$ cat config.mk
export PLATFORM = sky130hd
export DESIGN_NAME = key_conditioner
export DESIGN_NICKNAME = d
export VERILOG_FILES = /design/src/rtl/key_pkg.sv /design/src/rtl/key_channel.sv /design/src/rtl/key_conditioner.sv
export SDC_FILE = /design/constraint.sdc
export NUM_CORES = 1
export LEC_CHECK = 0
export BUFFER_PORTS_ARGS = -buffer_cell sky130_fd_sc_hd__buf_2
export CORE_UTILIZATION = 45
export DETAILED_ROUTE_END_ITERATION = 12
export HOLD_SLACK_MARGIN = 0.02
export MAX_ROUTING_LAYER = met4
export PLACE_DENSITY = 0.69
export SLEW_MARGIN = 20
export SYNTH_ARGS = -nofsm -noshare
export SYNTH_HDL_FRONTEND = slang
export SYNTH_SLANG_ARGS = --single-unit
$ cat constraint.sdc
create_clock -name clk -period 2.54 [get_ports clk]
set_clock_uncertainty 0.2 [all_clocks]
set_input_delay 0.254 -clock clk [delete_from_list [all_inputs] [get_ports clk]]
set_output_delay 0.254 -clock clk [all_outputs]
set_load 0.03 [all_outputs]
$ cat src/rtl/key_pkg.sv
// Shared types for the push-button conditioner: channel FSM states and pulse slots.
// Optional auto-repeat is enabled with KEY_AUTOREPEAT_EN.
package key_pkg;

    typedef enum logic [2:0] {
        IDLE,
        PRESS_WAIT,
        HELD,
        LONG_HELD,
        REL_WAIT_H,
        REL_WAIT_L
    } key_state_t;

    // Bit positions inside a channel's registered event vector.
    localparam int PULSE_PRESS   = 0;
    localparam int PULSE_RELEASE = 1;
    localparam int PULSE_LONG    = 2;
    localparam int PULSE_W       = 3;

endpackage

$ cat src/rtl/key_channel.sv
// One key: polarity fix, 2-flop synchroniser, debounce/hold FSM and event pulses.
// KEY_AUTOREPEAT_EN adds periodic press pulses while a long hold continues.
module key_channel
    import key_pkg::*;
#(
    parameter int unsigned DEBOUNCE_CYCLES = 200000,
    parameter int unsigned LONG_CYCLES     = 25000000,
    parameter int unsigned REPEAT_CYCLES   = 5000000,
    parameter bit          ACTIVE_LOW      = 1'b1
) (
    input  logic clk,
    input  logic rst,
    input  logic raw,
    output logic level,
    output logic press,
    output logic released,
    output logic long_hold
);

    localparam int DCW = $clog2(DEBOUNCE_CYCLES);
    localparam int HCW = $clog2(LONG_CYCLES + 1);

    // Compared against the pre-increment value, so the transition lands on
    // the edge where the count reaches its target.
    localparam logic [DCW-1:0] D_FIRE = DCW'(DEBOUNCE_CYCLES - 2);
    localparam logic [HCW-1:0] L_FIRE = HCW'(LONG_CYCLES - 1);

    logic             sync1;
    logic             p;
    key_state_t       state;
    logic [DCW-1:0]   dcnt;
    logic [HCW-1:0]   hcnt;
    logic [HCW-1:0]   hcnt_inc;
    logic [PULSE_W-1:0] pulse;

    always_ff @(posedge clk) begin
        if (rst) begin
            sync1 <= 1'b0;
            p     <= 1'b0;
        end else begin
            sync1 <= ACTIVE_LOW ? ~raw : raw;
            p     <= sync1;
        end
    end

    assign hcnt_inc = (hcnt == '1) ? hcnt : hcnt + HCW'(1);

    always_ff @(posedge clk) begin
        if (rst) begin
            state <= IDLE;
            dcnt  <= '0;
            hcnt  <= '0;
            level <= 1'b0;
            pulse <= '0;
        end else begin
            pulse <= '0;
            case (state)
                IDLE: begin
                    if (p) begin
                        state <= PRESS_WAIT;
                        dcnt  <= '0;
                    end
                end
                PRESS_WAIT: begin
                    if (!p) begin
                        state <= IDLE;
                        dcnt  <= '0;
                    end else if (dcnt == D_FIRE) begin
                        state              <= HELD;
                        dcnt               <= '0;
                        hcnt               <= '0;
                        level              <= 1'b1;
                        pulse[PULSE_PRESS] <= 1'b1;
                    end else begin
                        dcnt <= dcnt + DCW'(1);
                    end
                end
                HELD: begin
                    if (!p) begin
                        state <= REL_WAIT_H;
                        dcnt  <= '0;
                    end else if (hcnt == L_FIRE) begin
                        state             <= LONG_HELD;
                        hcnt              <= '0;
                        pulse[PULSE_LONG] <= 1'b1;
                    end else begin
                        hcnt <= hcnt_inc;
                    end
                end
                LONG_HELD: begin
                    if (!p) begin
                        state <= REL_WAIT_L;
                        dcnt  <= '0;
                    end
`ifdef KEY_AUTOREPEAT_EN
                    else if (hcnt == HCW'(REPEAT_CYCLES - 1)) begin
                        hcnt               <= '0;
                        pulse[PULSE_PRESS] <= 1'b1;
                    end else begin
                        hcnt <= hcnt_inc;
                    end
`endif
                end
                REL_WAIT_H, REL_WAIT_L: begin
                    // A bounce back to pressed resumes the frozen hold/repeat count.
                    if (p) begin
                        state <= (state == REL_WAIT_H) ? HELD : LONG_HELD;
                    end else if (dcnt == D_FIRE) begin
                        state                <= IDLE;
                        dcnt                 <= '0;
                        level                <= 1'b0;
                        pulse[PULSE_RELEASE] <= 1'b1;
                    end else begin
                        dcnt <= dcnt + DCW'(1);
                    end
                end
                default: state <= IDLE;
            endcase
        end
    end

    assign press     = pulse[PULSE_PRESS];
    assign released  = pulse[PULSE_RELEASE];
    assign long_hold = pulse[PULSE_LONG];

endmodule

$ cat src/rtl/key_conditioner.sv
// Two independent debounced key channels feeding the display controller.
// Define KEY_AUTOREPEAT_EN to get auto-repeat press pulses during long holds.
module key_conditioner #(
    parameter int unsigned DEBOUNCE_CYCLES = 200000,
    parameter int unsigned LONG_CYCLES     = 25000000,
    parameter int unsigned REPEAT_CYCLES   = 5000000,
    parameter bit          ACTIVE_LOW      = 1'b1
) (
    input  logic       clk,
    input  logic       rst,
    input  logic [1:0] key_raw,
    output logic [1:0] key_level,
    output logic [1:0] key_press,
    output logic [1:0] key_release,
    output logic [1:0] key_long
);

    for (genvar i = 0; i < 2; i++) begin : g_ch
        key_channel #(
            .DEBOUNCE_CYCLES (DEBOUNCE_CYCLES),
            .LONG_CYCLES     (LONG_CYCLES),
            .REPEAT_CYCLES   (REPEAT_CYCLES),
            .ACTIVE_LOW      (ACTIVE_LOW)
        ) u_ch (
            .clk       (clk),
            .rst       (rst),
            .raw       (key_raw[i]),
            .level     (key_level[i]),
            .press     (key_press[i]),
            .released  (key_release[i]),
            .long_hold (key_long[i])
        );
    end

endmodule

==> results of run 1 <==
placed cells by master, fill, tap and decap left out, types with 4 or more instances in the layout:
cell type and count:
o21ai_1 13, xnor2_1 13, nor4_1 12, clkbuf_16 9
buf_4 34, and4_1 9, buf_12 5, nor2b_1 4
a21oi_1 41, nand2_1 54, a31oi_1 8, nor4b_1 5
nand4_1 20, nor2_1 80, and2_1 8, dfxtp_1 103
or3_1 17, o211ai_1 6, o2111ai_2 4, nor3_1 27
or4_1 13, inv_1 11, a31o_2 4, and3_1 13
ha_1 5, nand4b_1 5, buf_2 11, xor2_1 26
nand3_1 37, o21ai_0 20
repair_timing:
action,in CTS,in global routing
endpoints found under the setup margin,0,54
resized for setup,0,10
buffers inserted,0,3
hold endpoints to repair,2,0
hold buffers,2,0
registers in the layout, summed over array words and instances (netlist names):
name,flops
g_ch.u_ch.state,6
g_ch.u_ch.p,2
g_ch.u_ch.sync1,2
g_ch.u_ch.dcnt,36
g_ch.u_ch.pulse,6
g_ch.u_ch.hcnt,50
g_ch.u_ch.level,2
worst reg2reg max path: cells and delay by family (launching register included):
family / cells / cell delay [ns]
AO/OA/AOI/OAI: 2 / 0.59
flip-flops: 1 / 0.34
AND/OR/NAND/NOR: 4 / 1.06
adder cells (fa/ha/maj): 1 / 0.18
power breakdown:
group          internal, mW  switching [mW]
Clock                 0.754           0.600
Combinational        0.0367          0.0608
Sequential             1.64         0.00464
Total                  2.43           0.666
final timing paths:
kind / startpoint / endpoint / depth (start not counted)
worst min-delay path: rst / g_ch[1].u_ch.hcnt[8] / 2
worst min register to register: g_ch[1].u_ch.sync1 / g_ch[1].u_ch.p / 1
worst max-delay path: g_ch[1].u_ch.hcnt[0] / g_ch[1].u_ch.hcnt[12] / 7
worst max register to register: g_ch[1].u_ch.hcnt[0] / g_ch[1].u_ch.hcnt[12] / 7
per-layer routing:
layer	vias up	global-route usage	wire, um	share of wire
met5	-	-	0	0
met4	0	0.0856	182	0.015
met3	17	0.0525	512	0.042
met2	107	0.335	6020	0.50
met1	2319	0.245	5350	0.44
li1	2426	-	-	-
cell families after synthesis:
| family | count (synthesis) | share of synthesized area |
|---|---|---|
| adder cells (fa/ha/maj) | 6 | 0.0140 |
| multiplexers | 1 | 0.00187 |
| AO/OA/AOI/OAI | 128 | 0.159 |
| buffers and inverters | 50 | 0.0481 |
| XOR/XNOR | 39 | 0.0637 |
| AND/OR/NAND/NOR | 324 | 0.325 |
| flip-flops | 104 | 0.389 |
final cells by class:
| cell class | instances | area (um2) |
|---|---|---|
| clock buffer | 9 | 225 |
| clock inverter | 6 | 61.3 |
| fill | 1085 | 5430 |
| inverter | 11 | 41.3 |
| multi-input combinational | 498 | 3070 |
| sequential | 104 | 2080 |
| tap | 143 | 179 |
| timing repair buffer | 52 | 430 |
==> summary.txt, run 1 <==
Logic synthesis
  • Fraction of registers with async set/reset: 0
  • Register area share after synthesis: 0.389
  • Most common cell in the netlist: dfxtp_1
  • Synth area leader: dfxtp_1
  • Ys flop type: dfxtp_1
  • Post-Syn Instances: 652
  • Mapped Nets: 662
  • Register bit total from synthesis: 104
  • Yosys top cell area share: 0.389
  • Ys Warns: 0
  • List of most frequent post-synthesis cells: dfxtp_1, nor2_1, nand2_1
  • Number of synthesized flops with an enable pin: 0
  • Post-Syn Area per Cell: 8.22 um2
  • Library cells used by synthesis: 61
  • Synth area leaders: dfxtp_1, nor2_1, xor2_1, a21oi_1, nand2_1
  • Post-Syn Area: 0.00536 mm2

Global route
  • Vias in the first global route: 4505
  • Initial antenna violation count: 0
  • Global route total overflow: 0
  • GRT Total Usage: 0.207
  • Largest net degree at the start of global routing: 40
  • First-pass GRT wire length: 20.5 mm

Power
  • Cell Pwr Density: 508 mW/mm2
  • VDD IR max: 0.000442 V
  • Total Power: 3.09 mW
  • Leakage: 2.09 nW

Die
  • Die area: 0.0123 mm2
  • # rows: 39
  • Core Box Area: 0.0115 mm2
  • Die width: 111 um
  • I/O pin total: 12
  • Initial Util: 0.465
  • Die height: 111 um

Clock network
  • Inserted Clock Buffers: 9
  • Clk pin slew, worst setup/hold paths: 0.07 ns
  • CTS tree: built
  • CTS Root Cell: clkbuf_16
  • Clk sinks: 104
  • Clk_lat worst skew: 0.35 ns
  • H-tree lvl count: 3
  • Deepest clock path buffer count: 2

Critical path
  • Crit path capture type: register
  • Critical path type: register to register
  • Critical Path Fanout Max: 7
  • Crit-path cells: ha_1, nor4bb_2, nand4_1, o211ai_4, o2111ai_2, or4_1, nand2_1
  • CP arrival: 2.53 ns
  • Worst Setup Start Kind: register
  • Delay of the slowest cell on the worst path: 0.45 ns
  • Delay-heaviest family, CP: simple AND/OR/NAND/NOR gates
  • Critical path data required time: 2.64 ns
  • Crit path buf inv count: 0
  • Critical-path top delay cell: or4_1
  • R2R setup slack: 0.11 ns

Routing
  • Detailed Routing Iterations Pass 1: 9
  • Routed Antenna Nets: 0
  • Vias: 4869
  • Post-route DRC: 2
  • WL/cell: 14.7 um
  • Avg Vias per Cell: 5.92
  • DR iter-0 viols: 257
  • Final wirelength: 12.1 mm

Run status
  • Failing checks: DRC
  • Status: finished, violations left

Job
  • Max-cap violations: 0

Timing
  • Setup TNS: 0 ns
  • Final-report hold violation count: 0
  • Worst slew pin tran: 0.630 ns
  • Max frequency: 412 MHz
  • Fin Hold WS: 0.0717 ns
  • Slew headroom: 0.579
  • Fin crit share: 0.956
  • Final setup viols: 0
  • Final Slew Violations: 0
  • Final Worst Setup Slack: 0.111 ns
  • Final min period: 2.43 ns

Cells and area
  • Share of cells above drive strength 1: 0.138
  • Core Util, Final: 0.529
  • Post-route design area: 0.00609 mm2
  • Area Growth Syn to Fin: 13.6%
  • Nets: 686
  • Antenna Cells: 0
  • Final Non-Filler Cells: 823

Placed design
  • Gpl congestion: 0.860
  • HPWL Detailed: 8.37 mm
  • Placed instance area: 0.00571 mm2
  • Placed cells: 803
  • Pre-CTS worst setup slack: 0.0910 ns
  • I/O Buffers: 11

Hold path
  • Hold crit path type: input port to register
(Power assumes the default switching activity.)
==> run 2, diff against run 1 <==
- CELL_PAD_IN_SITES_DETAIL_PLACEMENT: not set -> 0
- CELL_PAD_IN_SITES_GLOBAL_PLACEMENT: not set -> 1
- PLACE_DENSITY: 0.69 -> 0.84
==> run 2 against run 1 <==
The run now ends clean. Design area is 0.39% higher. Flip-flop and latch count stayed put. Worst hold slack better by 0.061 ns. Fmax is 0.77% lower. Die area stayed put. Register-to-register slack worse by 0.02 ns. Power is 9.0% higher. Largest power group unchanged.
==> summary.txt, run 2 (synthesis results as in run 1) <==
Cells and area
  • Core Util, Final: 0.531 (+0.00206)
  • Antenna Cells: 0 (unchanged)
  • Share of cells above drive strength 1: 0.140 (+0.00147)
  • Most flops, register: g_ch.u_ch.hcnt
  • Nets: 685 (-0.15%)
  • Area Growth Syn to Fin: 14.1%
  • Max reg flops: 50 (unchanged)
  • Commonest non-fill, non-tap cell in the layout: dfxtp_1
  • Largest registers: g_ch.u_ch.hcnt: 50 flops, g_ch.u_ch.dcnt: 36 flops
  • Commonest cells after routing, fill and taps aside: dfxtp_1, nor2_1, nand2_1, a21oi_1, nand3_1

Critical path
  • R2R setup slack: 0.09 ns (-0.02 ns)
  • Critical Path Fanout Max: 17 (+10)
  • R2R depth: 7 (unchanged)
  • Worst Setup Start Kind: register
  • Crit path capture type: register
  • CP arrival: 2.50 ns (-0.03 ns)
  • Critical-path top delay cell: or3_4
  • Critical path data required time: 2.59 ns (-0.05 ns)
  • Critical path type: register to register
  • Crit-path cells: nor4b_2, nand4_1, or3_4, a2111oi_4, or3_1, buf_12, nor2_1
  • Delay of the slowest cell on the worst path: 0.46 ns (about the same)
  • FF-to-FF Start: g_ch[0].u_ch.dcnt[7]
  • Reg-to-Reg End: g_ch[0].u_ch.dcnt[4]

Placed design
  • Pre-CTS worst setup slack: 0.0465 ns (-0.0445 ns)
  • HPWL Detailed: 8.27 mm (-1.2%)
  • I/O Buffers: 11 (unchanged)
  • Gpl congestion: 0.832 (-3.3%)

Global route
  • GRT Total Usage: 0.210 (+0.00337)
  • Vias in the first global route: 4498 (-0.16%)
  • First-pass GRT wire length: 20.8 mm (+1.2%)
  • Initial antenna violation count: 0 (unchanged)
  • Largest net degree at the start of global routing: 22 (-45%)
  • Global route total overflow: 0 (unchanged)

Die
  • Die area: 0.0123 mm2 (unchanged)
  • Core Box Area: 0.0115 mm2 (unchanged)
  • Die height: 111 um (unchanged)
  • # rows: 39 (unchanged)
  • I/O pin total: 12 (unchanged)
  • Die width: 111 um (unchanged)
  • Initial Util: 0.465 (unchanged)

Hold path
  • Hold endpoint: g_ch[0].u_ch.state[0]
  • Worst Hold Depth: 2 (unchanged)
  • Hold path startpoint: rst
  • Hold crit path type: input port to register

Routing
  • Detailed Routing Iterations Pass 1: 5 (-4)
  • Vias: 4775 (-1.9%)
  • DR iter-0 viols: 283 (+10%)
  • Final wirelength: 12.1 mm (about the same)
  • Avg Vias per Cell: 5.80 (-1.9%)
  • Routed Antenna Nets: 0 (unchanged)
  • WL/cell: 14.7 um (about the same)
  • Post-route DRC: 0 (-2)

Timing
  • Worst slew pin tran: 0.583 ns (-0.0472 ns)
  • Final setup viols: 0 (unchanged)
  • Final min period: 2.45 ns (+0.0188 ns)
  • Final Worst Setup Slack: 0.0920 ns (-0.0188 ns)
  • Final-report hold violation count: 0 (unchanged)
  • Fin crit share: 0.964 (+0.00740)
  • Final Slew Violations: 0 (unchanged)
  • Max frequency: 408 MHz (-0.77%)
  • Slew headroom: 0.611 (+0.0315)

Clock network
  • Clk sinks: 104 (unchanged)
  • Inserted Clock Buffers: 9 (unchanged)
  • CTS tree: built
  • CTS Root Cell: clkbuf_16
  • H-tree lvl count: 3 (unchanged)
  • Clk pin slew, worst setup/hold paths: 0.07 ns (about the same)
  • Clk_lat worst skew: 0.36 ns (about the same)
  • Deepest clock path buffer count: 2 (unchanged)

Power
  • Cell Pwr Density: 551 mW/mm2 (+8.5%)
  • Leakage: 2.07 nW (-0.60%)
  • VDD IR max: 0.000383 V (-13%)

Job
  • Max-cap violations: 0 (unchanged)

Run status
  • Status: finished, final reports clean
## run 2: worst max path at each step
stage | startpoint | end | slack [ns] | cells past startpoint
CTS | g_ch[1].u_ch.hcnt[0] | g_ch[1].u_ch.hcnt[20] | 0.04 | 8
finish | g_ch[0].u_ch.dcnt[7] | g_ch[0].u_ch.dcnt[4] | 0.09 | 7
detailed placement | g_ch[1].u_ch.hcnt[0] | g_ch[1].u_ch.hcnt[20] | 0.05 | 8
global route | g_ch[0].u_ch.dcnt[7] | g_ch[0].u_ch.dcnt[4] | -0.03 | 7
global placement | g_ch[0].u_ch.dcnt[7] | g_ch[0].u_ch.dcnt[5] | 0.14 | 7
floorplan | g_ch[1].u_ch.hcnt[0] | g_ch[1].u_ch.hcnt[20] | 0.25 | 7
## run 2: worst max-delay path, delay by kind of cell, from the launching register on
kind / cells / cell delay [ns]
simple gates: 5 / 1.32
flops: 1 / 0.36
compound gates: 1 / 0.32
buf+inv: 1 / 0.15
## run 2: power by group
| part | leakage, nW | internal [mW] | switching, mW | total (mW) |
|---|---|---|---|---|
| Clock | 0.172 | 1.02 | 0.620 | 1.64 |
| Combinational | 1.06 | 0.0345 | 0.0581 | 0.0927 |
| Sequential | 0.840 | 1.64 | 0.00555 | 1.64 |
| Total | 2.07 | 2.69 | 0.684 | 3.37 |
## run 2: area by class of cell
class / count / area, um2
Clock buffer: 11 / 253
Tap cell: 143 / 179
Fill cell: 1094 / 5400
Clock inverter: 5 / 103
Timing Repair Buffer: 51 / 398
Sequential cell: 104 / 2090
Multi-Input combinational cell: 498 / 3050
Inverter: 11 / 41.3
## run 2: layer usage
metal | global-route usage | wire, um
met1 | 0.264 | 5770
met4 | 0.0784 | 183
met3 | 0.0492 | 408
met5 | - | 0
met2 | 0.329 | 5700
## run 2: through the flow
| step | power, mW | TNS (ns) | area (um2) | hold slack, ns | std cells |
|---|---|---|---|---|---|
| after detailed placement | 1.77 | 0 | 5670 | 0.209 | 801 |
| after CTS | 3.41 | 0 | 6040 | 0.121 | 819 |
| after global placement | 1.77 | 0 | 5670 | 0.209 | 801 |
| after floorplan | 1.74 | 0 | 5360 | 0.121 | 652 |
| after global routing | 3.49 | -0.367 | 6110 | 0.160 | 823 |
| final | 3.37 | 0 | 6110 | 0.132 | 823 |
## run 2: what timing repair did
| item | 4_1_cts | 5_1_grt |
|---|---|---|
| gates resized for setup | 0 | 9 |
| endpoints found under the setup margin | 0 | 55 |
| hold buffers | 2 | 0 |
| endpoints found under the hold margin | 2 | 0 |
| setup buffers | 0 | 4 |
==> run 3, diff against run 2 <==
- ABC_AREA: not set -> 1
- PLACE_DENSITY: 0.84 -> 0.89
==> run 3 against run 2 <==
Utilization fell by 3.4 points. Worst hold slack worse by 0.064 ns. Highest routed layer unchanged. Count of clock-buffer cells in the layout shrank 1. Sequential share of layout area is 5.5 points lower. Synthesized cell count up 72%. Sequential power rose by 10%. Design area is 19% higher. Wire length increased by 36%. Largest cell class unchanged. Die area increased by 26%. Clock power shrank 18%. Synthesized area is 27% higher.
==> summary.txt, run 3 <==
Run status
  • Status: finished, final reports clean

Power
  • Cell Pwr Density: 586 mW/mm2 (+6.3%)
  • Total Power: 4.26 mW (+27%)
  • Internal power: 2.74 mW (+2.1%)
  • Clk network pwr share: 0.316 (-0.169)
  • Leakage: 2.79 nW (+34%)
  • Sequential power share: 0.424 (-0.063)
  • Logic pwr share: 0.259 (+0.232)
  • VDD IR max: 0.000361 V (-5.7%)
  • Net switching power figure: 1.52 mW (+120%)
  • Switching share of power: 0.357 (+0.154)

Placed design
  • I/O Buffers: 11 (unchanged)
  • HPWL Detailed: 12.2 mm (+47%)
  • Gpl congestion: 0.933 (+12%)

Clock network
  • H-tree lvl count: 3 (unchanged)
  • Post-CTS sizing: 0 (unchanged)
  • Inserted Clock Buffers: 9 (unchanged)
  • Deepest clock path buffer count: 2 (unchanged)
  • CTS Root Cell: clkbuf_16
  • Setup Buffers After CTS: 0 (unchanged)
  • Clk_lat worst skew: 0.36 ns (about the same)
  • Post-CTS Hold Fix Bufs: 2 (unchanged)
  • CTS tree: built
  • Clk pin slew, worst setup/hold paths: 0.07 ns (about the same)
  • Clk sinks: 104 (unchanged)

Routing
  • Avg Vias per Cell: 4.98 (-14%)
  • Final wirelength: 16.4 mm (+36%)
  • DR iter-0 viols: 392 (+39%)
  • Vias: 6572 (+38%)
  • Detailed Routing Iterations Pass 1: 8 (+3)
  • Post-route DRC: 0 (unchanged)
  • Routed Antenna Nets: 0 (unchanged)
  • WL/cell: 12.4 um (-15%)

Critical path
  • Critical-path top delay cell: dfxtp_1
  • Crit-path cells: ha_1, nand2_1, nor2_2, nand2_2, nor2_4, nand3_2, clkinv_1, nand2_2, nand2_4, nand2_1, nand2_1, nor2_1
  • Crit path capture type: register
  • Critical path type: register to register
  • R2R setup slack: 0.27 ns (+0.18 ns)
  • Delay of the slowest cell on the worst path: 0.40 ns (-0.06 ns)
  • Critical Path Fanout Max: 18 (+1)
  • CP most frequent cell: nand2_1
  • FF-to-FF Start: g_ch[0].u_ch.hcnt[0]
  • Worst Setup Start Kind: register
  • R2R depth: 12 (+5)
  • Critical path data required time: 2.59 ns (about the same)
  • CP arrival: 2.32 ns (-0.18 ns)
  • Reg-to-Reg End: g_ch[0].u_ch.hcnt[21]

Hold path
  • Hold path startpoint: rst
  • Hold endpoint: g_ch[0].u_ch.hcnt[9]
  • Worst Hold Depth: 2 (unchanged)
  • Hold crit path type: input port to register

Die
  • Initial Util: 0.464 (-0.00114)
  • Core Box Area: 0.0146 mm2 (+27%)
  • # rows: 44 (+13%)
  • Die area: 0.0156 mm2 (+26%)
  • Die height: 125 um (+12%)
  • Die width: 125 um (+12%)
  • I/O pin total: 12 (unchanged)

Logic synthesis
  • Register bit total from synthesis: 104 (unchanged)
  • Mapped Nets: 1133 (+71%)
  • Post-Syn Instances: 1123 (+72%)
  • Register area share after synthesis: 0.306 (-0.0822)
  • Synth area leader: dfxtp_1
  • Yosys top cell area share: 0.306 (-0.0822)
  • Number of synthesized flops with an enable pin: 0 (unchanged)
  • Library cells used by synthesis: 39 (-36%)
  • Synth area leaders: dfxtp_1, nand2_1, nor2_1, inv_1, nand3_1
  • Most common cell in the netlist: nand2_1
  • Post-Syn Area: 0.00680 mm2 (+27%)
  • Fraction of registers with async set/reset: 0 (unchanged)
  • Ys flop type: dfxtp_1
  • List of most frequent post-synthesis cells: nand2_1, nor2_1, inv_1
  • Post-Syn Area per Cell: 6.05 um2 (-26%)
  • Ys Warns: 0 (unchanged)

Cells and area
  • Max reg flops: 50 (unchanged)
  • Most flops, register: g_ch.u_ch.hcnt
  • Share of cells above drive strength 1: 0.0846 (-0.0551)
  • Commonest cells after routing, fill and taps aside: nand2_1, nor2_1, inv_1, dfxtp_1, nand3_1
  • Nets: 1140 (+66%)
  • Area Growth Syn to Fin: 7.01%
  • Largest registers: g_ch.u_ch.hcnt: 50 flops, g_ch.u_ch.dcnt: 36 flops
  • Commonest non-fill, non-tap cell in the layout: nand2_1
  • Antenna Cells: 0 (unchanged)

Global route
  • Global route total overflow: 0 (unchanged)
  • GRT Total Usage: 0.225 (+0.0151)
  • Vias in the first global route: 5836 (+30%)
  • Largest net degree at the start of global routing: 27 (+23%)
  • First-pass GRT wire length: 28.1 mm (+35%)
  • Initial antenna violation count: 0 (unchanged)

Job
  • Max-cap violations: 0 (unchanged)

Timing
  • RSZ-0062 raised after global routing: false
  • Final min period: 2.27 ns (-0.179 ns)
  • Final-report hold violation count: 0 (unchanged)
  • Final setup viols: 0 (unchanged)
  • Setup TNS: 0 ns (unchanged)
  • Worst slew pin tran: 0.615 ns (+0.0322 ns)
  • Max frequency: 441 MHz (+7.9%)
  • Slew headroom: 0.590 (-0.0211)
  • Final Slew Violations: 0 (unchanged)
  • Fin crit share: 0.893 (-0.0703)
[run 3: changes by cell type after synthesis, sizes merged, moves of 12 or more]
cell,before,now
or4,14,0
a21oi,43,55
nor2,80,241
inv,11,134
or3,18,0
nand3,39,89
xnor2,13,1
nand2,54,320
[run 3: final cells by class]
| cell class | count | area (um2) |
|---|---|---|
| Clock buffer | 10 | 239 |
| Clock inverter | 6 | 43.8 |
| Fill cell | 1583 | 7370 |
| Inverter | 137 | 515 |
| Multi-Input combinational cell | 847 | 3950 |
| Sequential cell | 104 | 2080 |
| Tap cell | 184 | 230 |
| Timing Repair Buffer | 31 | 210 |
[run 3: layer usage]
layer / routed length [um] / global-route usage / vias to the layer above
li1: - / - / 3548
met1: 8280 / 0.304 / 2904
met2: 7340 / 0.353 / 105
met3: 550 / 0.0314 / 15
met4: 229 / 0.0617 / 0
met5: 0 / - / -
[run 3: worst max-delay path, delay by kind of cell, from the launching register on]
kind | cells | cell delay [ns]
AND/OR/NAND/NOR | 10 | 1.27
flip-flops | 1 | 0.40
adder cells (fa/ha/maj) | 1 | 0.24
buffers and inverters | 1 | 0.07
[run 3: cells by family after synthesis]
family                     after synthesis  synth area share
AOI/OAI and AO/OA                       93            0.0755
xor gates and xnor gates                22            0.0283
adders and majority gates                6            0.0110
buffers and inverters                  172             0.112
DFF                                    104             0.306
and+or+nand+nor                        726             0.467
[run 3: power groups by stage]
stage          sequential (mW)  clock [mW]  combinational, mW
2_1_floorplan             1.81           0              0.883
3_3_place_gp              1.85           0               1.11
3_5_place_dp              1.84           0               1.11
4_1_cts                   1.81        1.39               1.11
5_1_grt                   1.82        1.46               1.26
6_report                  1.81        1.35               1.11
[run 3: through the flow]
stage               hold slack [ns]  std cells  instance area [um2]  setup WS [ns]  utilization
global placement              0.199       1301                 6970          0.327        0.476
detailed placement            0.197       1301                 6970          0.316        0.476
floorplan                     0.121       1123                 6800          0.623            -
finish                       0.0683       1319                 7270          0.271        0.497
global route                 0.0804       1319                 7270         0.0641        0.497
CTS                          0.0671       1319                 7270          0.288        0.497
[run 3: worst max path at each step]
stage | cells past startpoint | start | to
after global routing | 11 | g_ch[0].u_ch.hcnt[0] | g_ch[0].u_ch.hcnt[15]
after floorplan | 13 | g_ch[0].u_ch.hcnt[0] | g_ch[0].u_ch.hcnt[11]
after global placement | 10 | g_ch[1].u_ch.hcnt[1] | g_ch[1].u_ch.hcnt[2]
after CTS | 12 | g_ch[0].u_ch.hcnt[0] | g_ch[0].u_ch.hcnt[21]
final | 12 | g_ch[0].u_ch.hcnt[0] | g_ch[0].u_ch.hcnt[21]
after detailed placement | 11 | g_ch[0].u_ch.hcnt[0] | g_ch[0].u_ch.hcnt[3]
